--- config.mk ---
export PLATFORM = sky130hd
export DESIGN_NAME = tick_sequencer
export DESIGN_NICKNAME = d
export VERILOG_FILES = /design/src/rtl/tick_sequencer.sv
export SDC_FILE = /design/constraint.sdc
export NUM_CORES = 1
export LEC_CHECK = 0
export CAP_MARGIN = 20
export CORE_MARGIN = 4
export CORE_UTILIZATION = 49
export CTS_CLUSTER_SIZE = 24
export DETAILED_ROUTE_END_ITERATION = 7
export GPL_TIMING_DRIVEN = 0
export PLACE_DENSITY_LB_ADDON = 0.08
export SETUP_SLACK_MARGIN = 0.2
export SLEW_MARGIN = 20
export SYNTH_ARGS = -nofsm -noshare
export SYNTH_HDL_FRONTEND = slang
export SYNTH_SLANG_ARGS = --single-unit
export TNS_END_PERCENT = 10
--- constraint.sdc ---
create_clock -name clock_in -period 2 [get_ports clock_in]
set_clock_uncertainty 0.05 [all_clocks]
set_input_delay 0.5 -clock clock_in [delete_from_list [all_inputs] [get_ports clock_in]]
set_output_delay 0.5 -clock clock_in [all_outputs]
set_load 0.02 [all_outputs]
--- src/rtl/tick_sequencer.sv ---
// Countdown timer controller: a TICK_DIV prescaler generates tick enables that count a loaded value down to zero.
// Optional periodic mode via TICK_SEQ_AUTO_RELOAD_EN (reload on the final tick instead of passing through DONE).
module tick_sequencer #(
  parameter int unsigned TICK_DIV = 50000000,
  parameter int unsigned CNT_W    = 16
) (
  input  logic             clock_in,
  input  logic             clear,
  input  logic             start,
  input  logic             pause,
  input  logic             resume,
  input  logic             abort,
  input  logic [CNT_W-1:0] load_value,
  output logic [CNT_W-1:0] remaining,
  output logic             tick,
  output logic             done,
  output logic             busy,
  output logic             paused,
  output logic [1:0]       state
);

  localparam int unsigned PRE_W = $clog2(TICK_DIV);

  typedef enum logic [1:0] {
    S_IDLE  = 2'd0,
    S_RUN   = 2'd1,
    S_PAUSE = 2'd2,
    S_DONE  = 2'd3
  } state_t;

  state_t             cur_q, nxt;
  logic [PRE_W-1:0]   pre_q, pre_d;
  logic [CNT_W-1:0]   rem_d;
  logic               tick_d, done_d;
  logic               advance;
`ifdef TICK_SEQ_AUTO_RELOAD_EN
  logic [CNT_W-1:0]   latch_q, latch_d;
`endif

  // Next-state, prescaler and countdown; the resume edge counts as a prescaler step
  always_comb begin
    nxt     = cur_q;
    pre_d   = pre_q;
    rem_d   = remaining;
    tick_d  = 1'b0;
    done_d  = 1'b0;
    advance = 1'b0;
`ifdef TICK_SEQ_AUTO_RELOAD_EN
    latch_d = latch_q;
`endif

    if (abort) begin
      nxt   = S_IDLE;
      pre_d = '0;
      rem_d = '0;
    end else begin
      unique case (cur_q)
        S_IDLE, S_RUN: begin
          if (cur_q == S_RUN && pause) begin
            nxt = S_PAUSE;
          end else if (start) begin
            pre_d = '0;
            if (load_value == '0) begin
              nxt    = S_DONE;
              done_d = 1'b1;
              rem_d  = '0;
            end else begin
              nxt   = S_RUN;
              rem_d = load_value;
`ifdef TICK_SEQ_AUTO_RELOAD_EN
              latch_d = load_value;
`endif
            end
          end else if (cur_q == S_RUN) begin
            advance = 1'b1;
          end
        end
        S_PAUSE: begin
          if (!pause && resume) begin
            nxt     = S_RUN;
            advance = 1'b1;
          end
        end
        S_DONE: nxt = S_IDLE;
        default: nxt = S_IDLE;
      endcase
    end

    if (advance) begin
      if (pre_q == PRE_W'(TICK_DIV - 1)) begin
        pre_d = '0;
        if (remaining != '0) begin
          tick_d = 1'b1;
          rem_d  = remaining - CNT_W'(1);
          if (remaining == CNT_W'(1)) begin
            done_d = 1'b1;
`ifdef TICK_SEQ_AUTO_RELOAD_EN
            rem_d = latch_q;
`else
            nxt   = S_DONE;
`endif
          end
        end
      end else begin
        pre_d = pre_q + PRE_W'(1);
      end
    end
  end

  // State and registered outputs
  always_ff @(posedge clock_in or posedge clear) begin
    if (clear) begin
      cur_q     <= S_IDLE;
      pre_q     <= '0;
      remaining <= '0;
      tick      <= 1'b0;
      done      <= 1'b0;
      busy      <= 1'b0;
      paused    <= 1'b0;
      state     <= 2'd0;
`ifdef TICK_SEQ_AUTO_RELOAD_EN
      latch_q   <= '0;
`endif
    end else begin
      cur_q     <= nxt;
      pre_q     <= pre_d;
      remaining <= rem_d;
      tick      <= tick_d;
      done      <= done_d;
      busy      <= (nxt == S_RUN) || (nxt == S_PAUSE);
      paused    <= (nxt == S_PAUSE);
      state     <= nxt;
`ifdef TICK_SEQ_AUTO_RELOAD_EN
      latch_q   <= latch_d;
`endif
    end
  end

endmodule

# Yosys cells after proc, flatten, opt, wreduce, memory -nomap -nowiden
# Index checks and enable logic that the tools add are counted.
# classes
shift	0
n_reduce_logical	11
n_lt_le_gt_ge	0
n_addsub	2
div	0
n_mux	42
eq_ne	8
bitwise	0
multipliers	0
# op_table
op	count
two-way mux 26 bit	6
two-way mux 16 bit	8
adder 26 x 1 -> 26 bit (second input constant)	1
== test 26 bit (second input constant)	1
two-way mux 2 bit	9
two-way mux 1 bit	17
== test 16 x 1 -> 1 bit (second input constant)	1
logical NOT 16 bit	1
nonzero test 16 bit	1
subtractor 16 x 1 -> 16 bit (second input constant)	1
== test 2 bit (second input constant)	3
case mux 2 bit (3 select lines)	1
nonzero test 3 bit	2
== test 2 x 1 -> 1 bit (second input constant)	2
inequality test 3 bit (second input constant)	1
AND reduction 3 bit	1
logical AND 1 bit	2
logical NOT 2 bit	1
case mux 1 bit (2 select lines)	1
OR reduction 2 bit	1
logical NOT 1 bit	1
logical OR 1 bit	1
# totals
output_inout_bits	22
mem_bits_ro	0
ff_bits	48
word_cells	70
n_memories	0
latchBits	0
mem_bits_rw	0

# Logic depth before layout (Yosys ltp)
# Gate-level depths: netlist of run 1.
# logic_depth
depth_word	12
depth_mapped	9
ltp_nobuf	8

# Worst setup path after synthesis of run 1
# Ideal clock, no wire load.
# synth_timing
path_kind	register to register
start	register pre_q[0]
end	register busy
required_time_ns	1.887
setup_ns	0.063
setup_slack_ns	-0.182
synth_period_minus_slack_ns	2.182
t_arrival_ns	2.069
stages_incl_launch_ff	10
path_cell_list	dfrtp_1 ha_1 and4_1 nand4_4 a2111oi_4 buf_6 nand3_1 o21ai_0 ha_1 inv_1
# synth_via
elab_chain_cells	5
elab_cells_between_ends	6
# synth_lines
item	line	source
start: declaration	32	logic [PRE_W-1:0] pre_q, pre_d;
start signal: assignment	126	pre_q <= pre_d;
== test 26 bit *	90	if (pre_q == PRE_W'(TICK_DIV - 1)) begin
two-way mux 2 bit *	90	
two-way mux 2 bit *	89	if (advance) begin
== test 2 x 1 -> 1 bit or == test 2 bit (tied branches)	130	busy <= (nxt == S_RUN) || (nxt == S_PAUSE);
logical OR 1 bit *	130	
end signal: assignment	130	
end: declaration	17	output logic busy,
# Mark *: on every way between the ends. The rest lies on a longest branch, timed or not.
# A chain may end at the register's enable or synchronous reset.

# Worst setup path after layout of run 1
# layout_timing
start	register remaining[4]
end	register remaining[13]
# layout_via
elab_chain_cells	4
elab_cells_between_ends	5
# layout_lines
item	line	source
start: declaration	14	output logic [CNT_W-1:0] remaining,
start signal: assignment	127	remaining <= rem_d;
subtractor 16 x 1 -> 16 bit or nonzero test 16 bit (tied branches)	94, 92	
two-way mux 16 bit *	92	if (remaining != '0) begin
two-way mux 16 bit *	90	
two-way mux 16 bit *	89	
net rem_d[13]	33	logic [CNT_W-1:0] rem_d;
# Mark *: on every way through the listed nets, which the timed path passes. The rest lies on a longest branch.

==> results.json, run 1 <==
{
  "p_clk_frac": 0.281,
  "htreeDepth": 2,
  "hpwl_um": 5460,
  "synthDistinctLibCells": 59,
  "synth-main-ff-cell": "dfrtp_1",
  "arrival_ps": 2250,
  "post_drt_wl_per_cell_um": 17.7,
  "syn_nets": 348,
  "holdWs_ps": 448,
  "async_reset_ff_frac": 1.00,
  "crit_path_top_delay_cell": "dfrtp_1",
  "synth_top_area_frac": 0.405,
  "critPathTopFamily": "compound AO/OA/AOI/OAI gates",
  "synth_most_common_cell": "dfrtp_1",
  "period_minus_slack_ps": 2100,
  "drive_above_1_share": 0.238,
  "drtAntennaViolNets": 0,
  "cts-root-buf": "clkbuf_8",
  "synth_edf_count": 0,
  "p_sw_uw": 696,
  "synthCells": 321,
  "ys_seq_area_frac": 0.405,
  "routabilityCongestion": 0.824,
  "gr-total-overflow": 0,
  "grt_util_all_layers": 0.239,
  "ctsHoldBuffers": 0,
  "worstMarginPinSlew_ps": 597,
  "die_area_um2": 7370,
  "final_hold_viol_count": 0,
  "grt_pass1_vias": 2873,
  "seqPwrFrac": 0.473,
  "setup_viol": 9,
  "core-area_um2": 5890,
  "ys_top_cells_by_area": "dfrtp_1 (40%), mux2i_1 (5.4%), nand3_1 (2.9%)",
  "max_clock_freq_mhz": 477,
  "synth_area_leader_cell": "dfrtp_1",
  "synth_common_cells": "dfrtp_1 (48), nand2_1 (22), nand3_1 (17)",
  "peakVddDrop_v": 0.000338,
  "power_density_nw_per_um2": 545,
  "antennaDiodeCount": 0,
  "portBuffers": 43,
  "path_buf_inv": 2,
  "die_width_um": 85.8,
  "violations": "negative setup slack",
  "dr.first_iter.drc_count": 133,
  "finalPower_uw": 2230,
  "initial_core_util": 0.504,
  "end_kind": "flip-flop",
  "crit_top_cell": "buf_4",
  "vias_per_cell": 6.11,
  "drt-total-wl_um": 8390,
  "grt_pass1_wl_um": 14000,
  "nNetsFinal": 426,
  "fillerInstances": 472,
  "ys_ff_latch": 48,
  "max_stage_delay_ps": 450,
  "critPathMaxFanout": 5,
  "swShare": 0.312,
  "area_growth_pct": 37.7,
  "cap_violations": 0,
  "cts.sinks": 48,
  "cts_tree": "yes",
  "syn_area_per_cell_um2": 9.25,
  "dieHeight_um": 85.8,
  "report.final.slew_viol_count": 0,
  "antenna_found_initial": 0,
  "status": "complete, but fails checks",
  "rsz0062_at_grt": "yes",
  "critPathLaunchType": "flip-flop",
  "rows": 28,
  "cts.path.max_buffers": 2,
  "post-route-drc-count": 0,
  "io_pins": 44,
  "clk_latency_ps": 310,
  "holdCritPathClass": "input port to asynchronous set/reset pin",
  "firstDrtPassIters": 5,
  "crit_chain": "nor4_4 -> buf_4 -> nand4_1 -> buf_4 -> o31ai_1 -> a21boi_0 -> a221o_1",
  "multi_input_area_um2": 1860,
  "vias": 2902,
  "cts_buffers": 5,
  "relSlewSlack": 0.602,
  "ff_latch_area_um2": 1210,
  "leakage_uw": 0.00184,
  "grt_max_degree": 31,
  "fin_crit_sh": 1.05,
  "syn_area_um2": 2970,
  "p_int_uw": 1530,
  "criticalPathCategory": "flip-flop to flip-flop",
  "setup_slack_ps": -97.9,
  "required_ps": 2150,
  "ys.warnings.count": 0,
  "comb_power_share": 0.246,
  "clk_pin_slew_worst_paths_ps": 100
}
-- logic make-up after synthesis --
group,after synthesis,share of synthesized area
buffers and inverters,30,0.0459
flip-flops,48,0.405
multiplexers,17,0.0577
XOR/XNOR,9,0.0266
AO/OA/AOI/OAI,84,0.189
adder cells (fa/ha/maj),5,0.0211
AND/OR/NAND/NOR,128,0.255
-- state kept, by name, indices dropped and copies added (netlist names) --
| signal | cells |
|---|---|
| pre_q | 26 |
| busy | 1 |
| cur_q | 2 |
| paused | 1 |
| tick | 1 |
| remaining | 16 |
| done | 1 |
-- final timing paths --
check                           slack (ps)            end  cells after the start          from
worst min register to register         460      pre_q[20]                      1     pre_q[20]
min in group clock_in                  460      pre_q[20]                      1     pre_q[20]
worst min-delay path                   450  remaining[14]                      2         clear
worst max register to register        -100  remaining[13]                      7  remaining[4]
max in group asynchronous              930   remaining[3]                      3         clear
worst max-delay path                  -100  remaining[13]                      7  remaining[4]
-- metrics by stage --
| stage | std cells | area [um^2] | worst slack [ps] | util | TNS (ps) |
|---|---|---|---|---|---|
| after detailed placement | 440 | 3530 | -842 | 0.600 | -29730 |
| after global routing | 475 | 4090 | -178 | 0.695 | -2600 |
| after global placement | 439 | 3510 | -818 | 0.596 | -61260 |
| after CTS | 468 | 3950 | -50.8 | 0.672 | -327 |
| final | 475 | 4090 | -97.9 | 0.695 | -260 |
| after floorplan | 321 | 2990 | -57.7 | - | -57.7 |
-- timing repair --
item	4_1_cts	5_1_grt
pin swaps	27	11
setup endpoints to repair	67	48
buffers inserted	19	7
resized for setup	72	23
cloned	1	0
-- worst register-to-register path, cell delays in order, from the launching register on --
cell	delay [ps]
dfrtp_1	450
nor4_4	350
buf_4	180
nand4_1	150
buf_4	200
o31ai_1	220
a21boi_0	130
a221o_1	270
-- power by group through the flow --
stage / logic [uW] / clock network (uW) / registers [uW]
6_report: 549 / 626 / 1050
5_1_grt: 597 / 670 / 1060
4_1_cts: 514 / 642 / 1050
3_5_place_dp: 473 / 0 / 1070
3_3_place_gp: 461 / 0 / 1070
2_1_floorplan: 251 / 0 / 1100
-- placed cells by master, fill, tap and decap left out, drive strengths merged, types with 4 or more instances in the layout --
cell type      count
nand4             11
nand3             17
clkbuf            11
nor4              10
nor2              15
buf               37
a21oi             14
or3               12
clkdlybuf4s50     15
dfrtp             48
a31oi             11
dlygate4sd2       26
nand2             22
xnor2              6
nor3              11
o22ai              7
o21ai             23
inv               16
nand2b             4
and3               4
and4               5
a22oi              4
ha                 5
mux2i             16
-- layer usage --
layer  part of all wire  GRT usage  vias up
met5                  0          0        -
met4              0.023      0.108        0
met3              0.059     0.0423       20
met2               0.51      0.403       99
met1               0.41      0.300     1412
li1                   -          -     1371
-- final cells by class --
class                   count  area share
clock inverters             1     0.00184
clock buffers               7      0.0211
multi-input cells         243       0.456
inverters                  17      0.0156
repair buffers             71       0.159
plain buffers              13      0.0282
flip-flops and latches     48       0.295
well taps                  75      0.0230
No activity file was read; power rests on OpenSTA's default activity.
==> run 2, diff against run 1 <==
--- a/config.mk
+++ b/config.mk
@@ -5,13 +5,14 @@
 export SDC_FILE = /design/constraint.sdc
 export NUM_CORES = 1
 export LEC_CHECK = 0
+export ABC_AREA = 1
 export CAP_MARGIN = 20
 export CORE_MARGIN = 4
-export CORE_UTILIZATION = 49
+export CORE_UTILIZATION = 50
 export CTS_CLUSTER_SIZE = 24
 export DETAILED_ROUTE_END_ITERATION = 7
 export GPL_TIMING_DRIVEN = 0
-export PLACE_DENSITY_LB_ADDON = 0.08
+export PLACE_DENSITY = 0.83
 export SETUP_SLACK_MARGIN = 0.2
 export SLEW_MARGIN = 20
 export SYNTH_ARGS = -nofsm -noshare
==> results.json, run 2 <==
{
  "largest_register": "pre_q",
  "grt_pass1_wl_um": 15800,
  "critPathTopFamily": "simple AND/OR/NAND/NOR gates",
  "criticalPathCategory": "flip-flop to flip-flop",
  "layout_commonest_cell": "nand2_1",
  "cts.sinks": 48,
  "synth_common_cells": "nand2_1 (163), nor2_1 (87), inv_1 (66)",
  "nNetsFinal": 614,
  "synthMuxAreaShare": 0,
  "end_kind": "flip-flop",
  "worstSetupStartpoint": "pre_q[1]",
  "firstDrtPassIters": 5,
  "clk_latency_ps": 310,
  "r2r-end": "busy",
  "setup_viol": 0,
  "busiest_layer": "met2",
  "gr-total-overflow": 0,
  "drive_above_1_share": 0.126,
  "synth-simple-area-share": 0.419,
  "relSlewSlack": 0.649,
  "antenna_found_initial": 0,
  "routabilityCongestion": 0.977,
  "critPathMaxFanout": 5,
  "top_regs": "pre_q (26), remaining (16), cur_q (2)",
  "layout_common_cells": "nand2_1 (157), nor2_1 (72), inv_1 (61)",
  "syn_nets": 556,
  "synthCells": 529,
  "initial_core_util": 0.525,
  "htreeDepth": 2,
  "synthDistinctLibCells": 29,
  "post-place-ws_ps": -501,
  "vias_per_cell": 5.57,
  "dieHeight_um": 90.4,
  "drtAntennaViolNets": 0,
  "cts.path.max_buffers": 2,
  "max_clock_freq_mhz": 550,
  "use_met3": 0.0433,
  "peakVddDrop_v": 0.000328,
  "cp.depth": 11,
  "cts_tree": "yes",
  "cts-root-buf": "clkbuf_8",
  "worstMarginPinSlew_ps": 525,
  "holdCritPathClass": "input port to asynchronous set/reset pin",
  "required_ps": 2200,
  "crit_chain": "ha_4 -> nand3_4 -> nor2_4 -> nand2_4 -> inv_2 -> nand3_2 -> nor2_4 -> nand3b_1 -> nand2_1 -> ha_1 -> inv_1",
  "cts_buffers": 5,
  "die_width_um": 90.4,
  "power_density_nw_per_um2": 503,
  "syn_area_um2": 3390,
  "leakage_uw": 0.00232,
  "dr.first_iter.drc_count": 285,
  "rows": 29,
  "status": "finished clean",
  "io_pins": 44,
  "antennaDiodeCount": 0,
  "reg2reg_slack_ps": 180,
  "critPathLaunchType": "flip-flop",
  "core-area_um2": 6460,
  "grt_pass1_vias": 3437,
  "synthXorXnorAreaFrac": 0.0387,
  "portBuffers": 43,
  "path_buf_inv": 2,
  "ys_ff_latch": 48,
  "ff_latch_area_um2": 1210,
  "report.final.slew_viol_count": 0,
  "endpoint": "busy",
  "met1_usage": 0.320,
  "drt-total-wl_um": 9720,
  "synth_edf_count": 0,
  "r2r_cells": 11,
  "hpwl_um": 7220,
  "setup_slack_ps": 180,
  "cap_violations": 0,
  "ys.warnings.count": 0,
  "use_met2": 0.376,
  "synth_compound_area_frac": 0.0819,
  "die_area_um2": 8170,
  "async_reset_ff_frac": 1.00,
  "ys_seq_area_frac": 0.354,
  "post_drt_wl_per_cell_um": 14.6,
  "arrival_ps": 2020,
  "synth_most_common_cell": "nand2_1",
  "synth_top_family_by_area": "simple AND/OR/NAND/NOR gates",
  "rsz0062_at_grt": "yes",
  "synth_top_area_frac": 0.354,
  "fin_crit_sh": 0.910,
  "syn_area_per_cell_um2": 6.41,
  "max_stage_delay_ps": 400,
  "clk_pin_slew_worst_paths_ps": 90,
  "vias": 3698,
  "final_hold_viol_count": 0,
  "area_growth_pct": 27.0,
  "grt_util_all_layers": 0.234,
  "grt_max_degree": 29,
  "fillerInstances": 551,
  "largest_reg_flops": 26,
  "multi_input_area_um2": 2040,
  "synth-main-ff-cell": "dfrtp_1",
  "synth-adder-area-share": 0.0184,
  "crit_top_cell": "nor2_4",
  "period_minus_slack_ps": 1820,
  "synth_area_leader_cell": "dfrtp_1",
  "crit_path_top_delay_cell": "dfrtp_1",
  "ys_top_cells_by_area": "dfrtp_1 (35%), nand2_1 (18%), nor2_1 (9.6%)",
  "post-route-drc-count": 0,
  "holdWs_ps": 467,
  "r2r-start": "pre_q[1]"
}
==> run 2: cell families (layout without fill, tap and decap cells) <==
logic type / Yosys count / after routing
AND/OR/NAND/NOR: 337 / 337
buffers and inverters: 74 / 132
AO/OA/AOI/OAI: 50 / 50
flip-flops: 48 / 48
XOR/XNOR: 15 / 15
adder cells (fa/ha/maj): 5 / 5
==> run 2: what timing repair did <==
action	CTS	global route
buffers inserted	6	1
resized for setup	6	78
pin swaps	3	7
setup endpoints to repair	63	64
hold buffers	0	0
==> run 2: area by class of cell <==
class	instances	area share
Multi-Input combinational cell	407	0.473
Inverter	67	0.0584
Sequential cell	48	0.281
Timing Repair Buffer	51	0.135
Clock buffer	6	0.0168
Tap cell	77	0.0224
Buffer	7	0.0131
Clock inverter	1	0.00116
==> run 2: how the worst min path moves through the flow <==
stage | start | end | slack (ps) | cells after the start
final | clear | busy | 470 | 2
after global routing | clear | pre_q[15] | 520 | 2
after CTS | clear | busy | 490 | 2
after detailed placement | pre_q[23] | pre_q[23] | 490 | 2
after global placement | pre_q[23] | pre_q[23] | 470 | 2
after floorplan | pre_q[23] | pre_q[23] | 450 | 2
==> run 2: worst register-to-register path, cell delays in order (launching register included) <==
cell and delay [ps]:
dfrtp_1 400, ha_4 200, nand3_4 90, nor2_4 150
nand2_4 90, inv_2 60, nand3_2 90, nor2_4 110
nand3b_1 140, nand2_1 100, ha_1 220, inv_1 50
==> run 2: through the flow <==
step / area (um^2) / setup TNS, ps / power [uW] / std cells / util
2_1_floorplan: 3410 / 0 / 1370 / 529 / -
3_3_place_gp: 3940 / -43830 / 1550 / 649 / 0.610
3_5_place_dp: 3960 / -12470 / 1560 / 650 / 0.613
4_1_cts: 4110 / 0 / 2130 / 663 / 0.636
5_1_grt: 4310 / 0 / 2280 / 664 / 0.667
6_report: 4310 / 0 / 2170 / 664 / 0.667
==> run 2: report_power, final <==
part	switching (uW)	internal, uW	leakage, uW	total (uW)
Clock	327	239	0.0000410	566
Sequential	44.0	1000	0.000648	1050
Combinational	328	226	0.00163	554
Total	699	1470	0.00232	2170
==> run 2: routing by layer <==
| layer | share of wire | vias to the layer above |
|---|---|---|
| met5 | 0 | - |
| met4 | 0.017 | 0 |
| met3 | 0.069 | 18 |
| met2 | 0.46 | 140 |
| met1 | 0.45 | 1748 |
| li1 | - | 1792 |
==> run 3, diff against run 2 <==
--- a/config.mk
+++ b/config.mk
@@ -7,7 +7,7 @@
 export LEC_CHECK = 0
 export ABC_AREA = 1
 export CAP_MARGIN = 20
-export CORE_MARGIN = 4
+export CORE_MARGIN = 8
 export CORE_UTILIZATION = 50
 export CTS_CLUSTER_SIZE = 24
 export DETAILED_ROUTE_END_ITERATION = 7
==> results.json, run 3 (synthesized netlist as in run 2, its figures left out) <==
{
  "core-area_um2": 6680,
  "grt_max_degree": 31,
  "drt-total-wl_um": 10200,
  "relSlewSlack": 0.703,
  "die_width_um": 98.4,
  "holdCritPathClass": "input port to asynchronous set/reset pin",
  "area_growth_pct": 28.7,
  "initial_core_util": 0.508,
  "post-route-drc-count": 0,
  "nNetsFinal": 620,
  "die_area_um2": 9680,
  "rows": 30,
  "arrival_ps": 1990,
  "grt_util_all_layers": 0.207,
  "dpl_cell_area_um2": 3970,
  "vias_per_cell": 5.65,
  "antenna_found_initial": 0,
  "hpwl_um": 7370,
  "setup_viol": 0,
  "io_pins": 44,
  "dieHeight_um": 98.4,
  "required_ps": 2160,
  "routabilityCongestion": 0.929,
  "power_density_nw_per_um2": 511,
  "critPathLaunchType": "flip-flop",
  "peakVddDrop_v": 0.000289,
  "vias": 3805,
  "finalInstanceArea_um2": 4370,
  "antennaDiodeCount": 0,
  "fillerInstances": 564,
  "post_drt_wl_per_cell_um": 15.2,
  "grt_pass1_wl_um": 16700,
  "cts.sinks": 48,
  "drive_above_1_share": 0.141,
  "cts_buffers": 5,
  "cts-root-buf": "clkbuf_8",
  "clk_pin_slew_worst_paths_ps": 90,
  "firstDrtPassIters": 5,
  "criticalPathCategory": "flip-flop to flip-flop",
  "leakage_uw": 0.00235,
  "multi_input_area_um2": 2030,
  "rsz0062_at_grt": "yes",
  "critPathMaxFanout": 5,
  "wl_met1_um": 4130,
  "max_clock_freq_mhz": 545,
  "holdWs_ps": 458,
  "dr.first_iter.drc_count": 344,
  "largest_register": "pre_q",
  "cts_tree": "yes",
  "wl_met2_um": 5040,
  "cts.path.max_buffers": 2,
  "fin_crit_sh": 0.917,
  "final_hold_viol_count": 0,
  "top_regs": "pre_q (26), remaining (16), cur_q (2)",
  "layout_commonest_cell": "nand2_1",
  "ff_latch_area_um2": 1210,
  "gr-total-overflow": 0,
  "period_minus_slack_ps": 1830,
  "worstMarginPinSlew_ps": 445,
  "post-place-ws_ps": -507,
  "layout_common_cells": "nand2_1 (158), nor2_1 (72), inv_1 (62)",
  "cap_violations": 0,
  "largest_reg_flops": 26,
  "end_kind": "flip-flop",
  "status": "finished clean",
  "top_layer": "met4",
  "clk_latency_ps": 310,
  "finalPower_uw": 2230,
  "stdcell_count": 674,
  "report.final.slew_viol_count": 0,
  "htreeDepth": 2,
  "drtAntennaViolNets": 0,
  "portBuffers": 43,
  "setup_slack_ps": 167,
  "dp.cells": 653,
  "met3_length_um": 800,
  "grt_pass1_vias": 3798
}
run 3: cell types whose count changed in the layout (fill, tap and decap cells not counted), sizes merged:
cell and change:
buf +4, clkbuf +4, clkinv -1
run 3: critical path, stage by stage (launching register included):
cell,delay (ps)
dfrtp_2,470
nor2_4,150
nand2_1,100
nor2_2,170
nand3_1,100
nand2_2,110
nor2_4,50
nand3b_1,120
nand2_1,80
ha_1,280
inv_1,40
run 3: metal layers:
metal | GRT usage | up-vias
met3 | 0.0398 | 34
met1 | 0.251 | 1775
met4 | 0.0862 | 0
met2 | 0.348 | 191
met5 | 0 | -
li1 | - | 1805
run 3: layout make-up:
cell class | count | area share
Buffer | 7 | 0.0129
Inverter | 67 | 0.0576
Multi-Input combinational cell | 407 | 0.466
Clock buffer | 8 | 0.0206
Timing Repair Buffer | 57 | 0.142
Tap cell | 80 | 0.0229
Sequential cell | 48 | 0.278
run 3: final timing paths:
kind | startpoint | to | slack, ps | depth (start not counted)
max | remaining[8] | busy | 170 | 10
min | clear | tick | 460 | 2
min reg2reg | pre_q[15] | pre_q[15] | 510 | 2
max reg2reg | remaining[8] | busy | 170 | 10
min in group clock_in | pre_q[15] | pre_q[15] | 510 | 2
max in group asynchronous | clear | pre_q[15] | 930 | 3
run 3: stage by stage:
| step | utilization | TNS (ps) |
|---|---|---|
| final | 0.653 | 0 |
| after floorplan | - | 0 |
| after CTS | 0.619 | 0 |
| after global placement | 0.590 | -44590 |
| after detailed placement | 0.593 | -11500 |
| after global routing | 0.653 | -62.6 |
run 3: power by group:
part           switching (uW)  leakage, uW  internal, uW
clock                     335    0.0000455           283
sequential               46.4     0.000640          1000
combinational             332      0.00166           229
total                     713      0.00235          1520
run 3: repair_timing:
action / CTS / global route
setup endpoints to repair: 66 / 66
gates resized for setup: 6 / 74
setup buffers: 8 / 5
hold buffers: 0 / 0
gates cloned: 0 / 0
pin swaps: 3 / 10
endpoints found under the hold margin: 0 / 0
==> patch 1, RTL diff (settings of run 3) <==
Register the inputs `start`, `pause`, `resume` and `abort` before use. The logic sees them one clock later. The other inputs are not delayed to match.
--- a/src/rtl/tick_sequencer.sv
+++ b/src/rtl/tick_sequencer.sv
@@ -29,4 +29,16 @@
   } state_t;
 
+  logic start_q;
+  logic pause_q;
+  logic resume_q;
+  logic abort_q;
+
+  always_ff @(posedge clock_in) begin
+    start_q  <= start;
+    pause_q  <= pause;
+    resume_q <= resume;
+    abort_q  <= abort;
+  end
+
   state_t             cur_q, nxt;
   logic [PRE_W-1:0]   pre_q, pre_d;
@@ -50,5 +62,5 @@
 `endif
 
-    if (abort) begin
+    if (abort_q) begin
       nxt   = S_IDLE;
       pre_d = '0;
@@ -57,7 +69,7 @@
       unique case (cur_q)
         S_IDLE, S_RUN: begin
-          if (cur_q == S_RUN && pause) begin
+          if (cur_q == S_RUN && pause_q) begin
             nxt = S_PAUSE;
-          end else if (start) begin
+          end else if (start_q) begin
             pre_d = '0;
             if (load_value == '0) begin
@@ -77,5 +89,5 @@
         end
         S_PAUSE: begin
-          if (!pause && resume) begin
+          if (!pause_q && resume_q) begin
             nxt     = S_RUN;
             advance = 1'b1;
Behaviour: not the same (a bounded check fails within 4 cycles, from zero or initial values).
==> patch 1 against run 3 <==
- sequential cell count is 4 higher
- area after synthesis is 1.5% higher
- worst setup slack worse by 0.093 ns
- routed wire length is 2.1% lower
- total power is 14% higher
- design area is 6.6% higher
- critical path depth is 2 higher
- highest routed layer unchanged
==> patch 1: results (changes against run 3) <==
metric;value;unit;change
grt_max_degree;27;;-13%
p_leak;2.486;nW;+5.8%
grt_pass1_vias;3370;;-11%
status;finished, final reports clean;;
drt_wl_total;10020;um;-2.1%
place_ws;-0.2220;ns;+0.2853 ns
holdPathEnd;pre_q[23];;
fin_nets;598;;-3.5%
synth_cells;508;;-4.0%
syn_nets;535;;-3.8%
async_flop_share;0.9231;;-0.07692
max_freq;0.5190;GHz;-4.8%
yosysWarnings;0;;unchanged
synth-seq-area-share;0.3721;;+0.01798
cp_slowest_cell;dfrtp_1;;
slew_headroom;0.5717;;-0.1315
crit_path_end;remaining[0];;
fillers;538;;-4.6%
netlist_top_cells_area;dfrtp_1, nand2_1, nor2_1, nand3_1, inv_1;;
hp-class;register to register;;
rrSetupSlack;0.07;ns;-0.09 ns
worst_setup_path_startpoint;pre_q[1];;
gp_congestion;0.9249;;-0.40%
grt_use_total;0.1959;;-0.01075
post-dp-hpwl;7157;um;-2.8%
vdd_drop_max;0.0003085;V;+6.8%
## patch 1: cell families after synthesis
logic type	count (synthesis)	synth area share
and+or+nand+nor	313	0.4066
buffers and inverters	71	0.08321
DFF	52	0.3721
AOI/OAI and AO/OA	50	0.07668
xor gates and xnor gates	17	0.04324
adders and majority gates	5	0.01817
## patch 1: stage by stage
step | cells | cell area, um^2 | hold WS [ns] | utilization | total power [mW]
2_1_floorplan | 508 | 3451 | 0.4210 | - | 1.494
3_3_place_gp | 631 | 3981 | 0.4376 | 0.5926 | 1.695
3_5_place_dp | 632 | 4009 | 0.4534 | 0.5966 | 1.715
4_1_cts | 644 | 4187 | 0.5184 | 0.6231 | 2.478
5_1_grt | 652 | 4652 | 0.5461 | 0.6924 | 2.666
6_report | 652 | 4652 | 0.5133 | 0.6924 | 2.542
## patch 1: metal layers
layer	wire [um]	GRT usage
met2	5034	0.3378
met1	4238	0.2465
met3	527	0.03171
met4	220	0.05077
met5	0	0
## patch 1: repair_timing
item	4_1_cts	5_1_grt
hold buffers	0	0
endpoints found under the setup margin	51	64
setup buffers	4	6
gates cloned	0	2
resized for setup	7	109
pin swaps	1	40
## patch 1: final cells by class
type,instances,area [um^2],share of cell area
clock buffer,5,68.82,0.01479
multi-input combinational,385,2167,0.4658
sequential,52,1289,0.2770
timing repair buffer,56,661.9,0.1423
tap,80,100.1,0.02152
clock inverter,3,42.54,0.009145
inverter,62,237.7,0.05110
buffer,9,85.08,0.01829
## patch 1: power by group
part / switching [mW] / internal [mW] / leakage (nW)
clock network: 0.380 / 0.371 / 0.0541
logic: 0.384 / 0.252 / 1.75
registers: 0.0599 / 1.09 / 0.683
total: 0.824 / 1.72 / 2.49
==> patch 2, RTL diff (flow settings as in run 3) <==
Without the edit above. Set the parameter `CNT_W` to 18 (it was 16).
--- a/src/rtl/tick_sequencer.sv
+++ b/src/rtl/tick_sequencer.sv
@@ -3,5 +3,5 @@
 module tick_sequencer #(
   parameter int unsigned TICK_DIV = 50000000,
-  parameter int unsigned CNT_W    = 16
+  parameter int unsigned CNT_W    = 18
 ) (
   input  logic             clock_in,
Ports: changed (resized load_value and remaining); port bits go from 44 to 48. No check against the original RTL was run, so the function may have changed too.
==> patch 2 against run 3 <==
- area after synthesis is 5.9% higher
- design area is 9.6% higher
- routed wire length is 5.0% higher
- sequential cell count is 2 higher
- synthesized cell count is 0.57% higher
- combinational power is 24% higher
- clock power is 18% higher
- total power is 13% higher
- worst setup slack worse by 0.058 ns
- largest cell class unchanged
==> patch 2: results (changes against run 3) <==
metric;value;unit;change
synth_commonest_cells;nand2_1, nor2_1, inv_1;;
grt_max_degree;29;;-6.5%
critPathMaxFanout;7;;+2
status;finished, final reports clean;;
place_ws;-0.4828;ns;+0.02446 ns
wl_met3;628;um;-22%
synth.cell_area;3591;um^2;+5.9%
ctsRootBufferMaster;clkbuf_8;;
io_buffer_count;46;;+7.0%
dr_wl_met2;5326;um;+5.7%
post_drt_wl_per_cell;15.20;um;+0.12%
cts_buffer_depth;2;;unchanged
async_flop_share;1.000;;unchanged
dp_cells;678;;+3.8%
timing.rr.start;remaining[10];;
insertion_delay;0.31;ns;about the same
grt_pass1_vias;3728;;-1.8%
slew_headroom;0.6623;;-0.04085
arrival;2.05;ns;+0.06 ns
cts_buffers;5;;unchanged
highest-signal-layer;met4;;
gp_congestion;0.8958;;-3.5%
fin_nets;636;;+2.6%
grt_use_total;0.2093;;+0.002619
avgViaCountPerCell;5.467;;-3.2%
synth-seq-area-share;0.3484;;-0.005681
path_clk_slew;0.11;ns;+0.02 ns
fillers;583;;+3.4%
first_pass_iters;5;;unchanged
htreeDepth;2;;unchanged
top_regs;pre_q: 26 flops, remaining: 18 flops, cur_q: 2 flops;;
grt_first_pass_wirelength;17170;um;+2.7%
hp-class;input port to async pin;;
syn_nets;561;;+0.90%
ff2ff_path_depth;8;;-2
p_leak;2.569;nW;+9.3%
netlist_top_cells_area;dfrtp_1, nand2_1, nor2_1, nand3_1, inv_1;;
synth_flop_cell;dfrtp_1;;
place_area;4195;um^2;+5.8%
wl_met1;4365;um;+5.7%
rrSetupSlack;0.11;ns;-0.06 ns
ys_types;33;;+14%
drive_gt1_frac;0.1809;;+0.03951
post-dp-hpwl;7628;um;+3.6%
drtIter0Drc;244;;-29%
synth_cells;532;;+0.57%
yosysWarnings;0;;unchanged
ctsHoldBuffers;0;;unchanged
vdd_drop_max;0.0004805;V;+66%
vias;3865;;+1.6%
patch 2: changes by cell type after synthesis, moves of 5 or more:
cell / change
o21ai_0: -10
a21oi_1: +8
nand3_2: +8
nor2_1: -7
o21ai_1: -6
a22oi_1: +5
nand2_1: -5
nand3_1: -5
nand4_1: +5
patch 2: logic make-up after synthesis:
logic type	count (synthesis)	synth area share
buf+inv	72	0.07944
xor+xnor	17	0.04147
compound gates	42	0.06760
flops	50	0.3484
fa+ha+maj	5	0.01742
simple gates	346	0.4456
patch 2: final cells by class:
cell class | instances | area (um^2) | area share
Clock buffer | 6 | 72.57 | 0.01516
Buffer | 7 | 63.81 | 0.01333
Clock inverter | 2 | 37.54 | 0.007843
Inverter | 65 | 246.5 | 0.05150
Timing Repair Buffer | 68 | 726.9 | 0.1519
Sequential cell | 50 | 1257 | 0.2627
Tap cell | 99 | 123.9 | 0.02588
Multi-Input combinational cell | 410 | 2257 | 0.4716
patch 2: report_power, final:
group          internal, mW  total (mW)  switching [mW]
Clock                 0.374       0.732           0.358
Combinational         0.266       0.695           0.429
Sequential             1.05        1.10          0.0518
patch 2: critical path, stage by stage, from the launching register on:
cell and delay [ns]:
dfrtp_1 0.45, nor2_2 0.18, nand2_1 0.10, nor2_4 0.17, nand4_4 0.21, nand3b_1 0.25, nand2_1 0.08, ha_1 0.27
inv_1 0.03
patch 2: timing repair:
item	4_1_cts	5_1_grt
endpoints found under the setup margin	65	71
pin swaps	11	12
resized for setup	22	77
cloned	0	1
buffers inserted	14	6
patch 2: how the worst max path moves through the flow:
stage          slack (ns)     startpoint             to  cells past startpoint
2_1_floorplan        0.22       pre_q[0]           busy                     11
3_3_place_gp        -0.79          clear  remaining[12]                      2
3_5_place_dp        -0.48          start           busy                     10
4_1_cts             0.008   remaining[2]   remaining[2]                      1
5_1_grt              0.03   remaining[9]           busy                      8
6_report             0.11  remaining[10]           busy                      8
patch 2: stage by stage:
step                  util  hold slack (ns)
detailed placement  0.5910           0.4742
finish              0.6742           0.4725
floorplan                -           0.4247
global route        0.6742           0.5360
global placement    0.5882           0.4436
CTS                 0.6330           0.4927
patch 2: metal layers:
layer,GRT usage,vias up
li1,-,1844
met1,0.2486,1830
met4,0.08605,0
met2,0.3581,153
met3,0.04213,38
met5,0,-
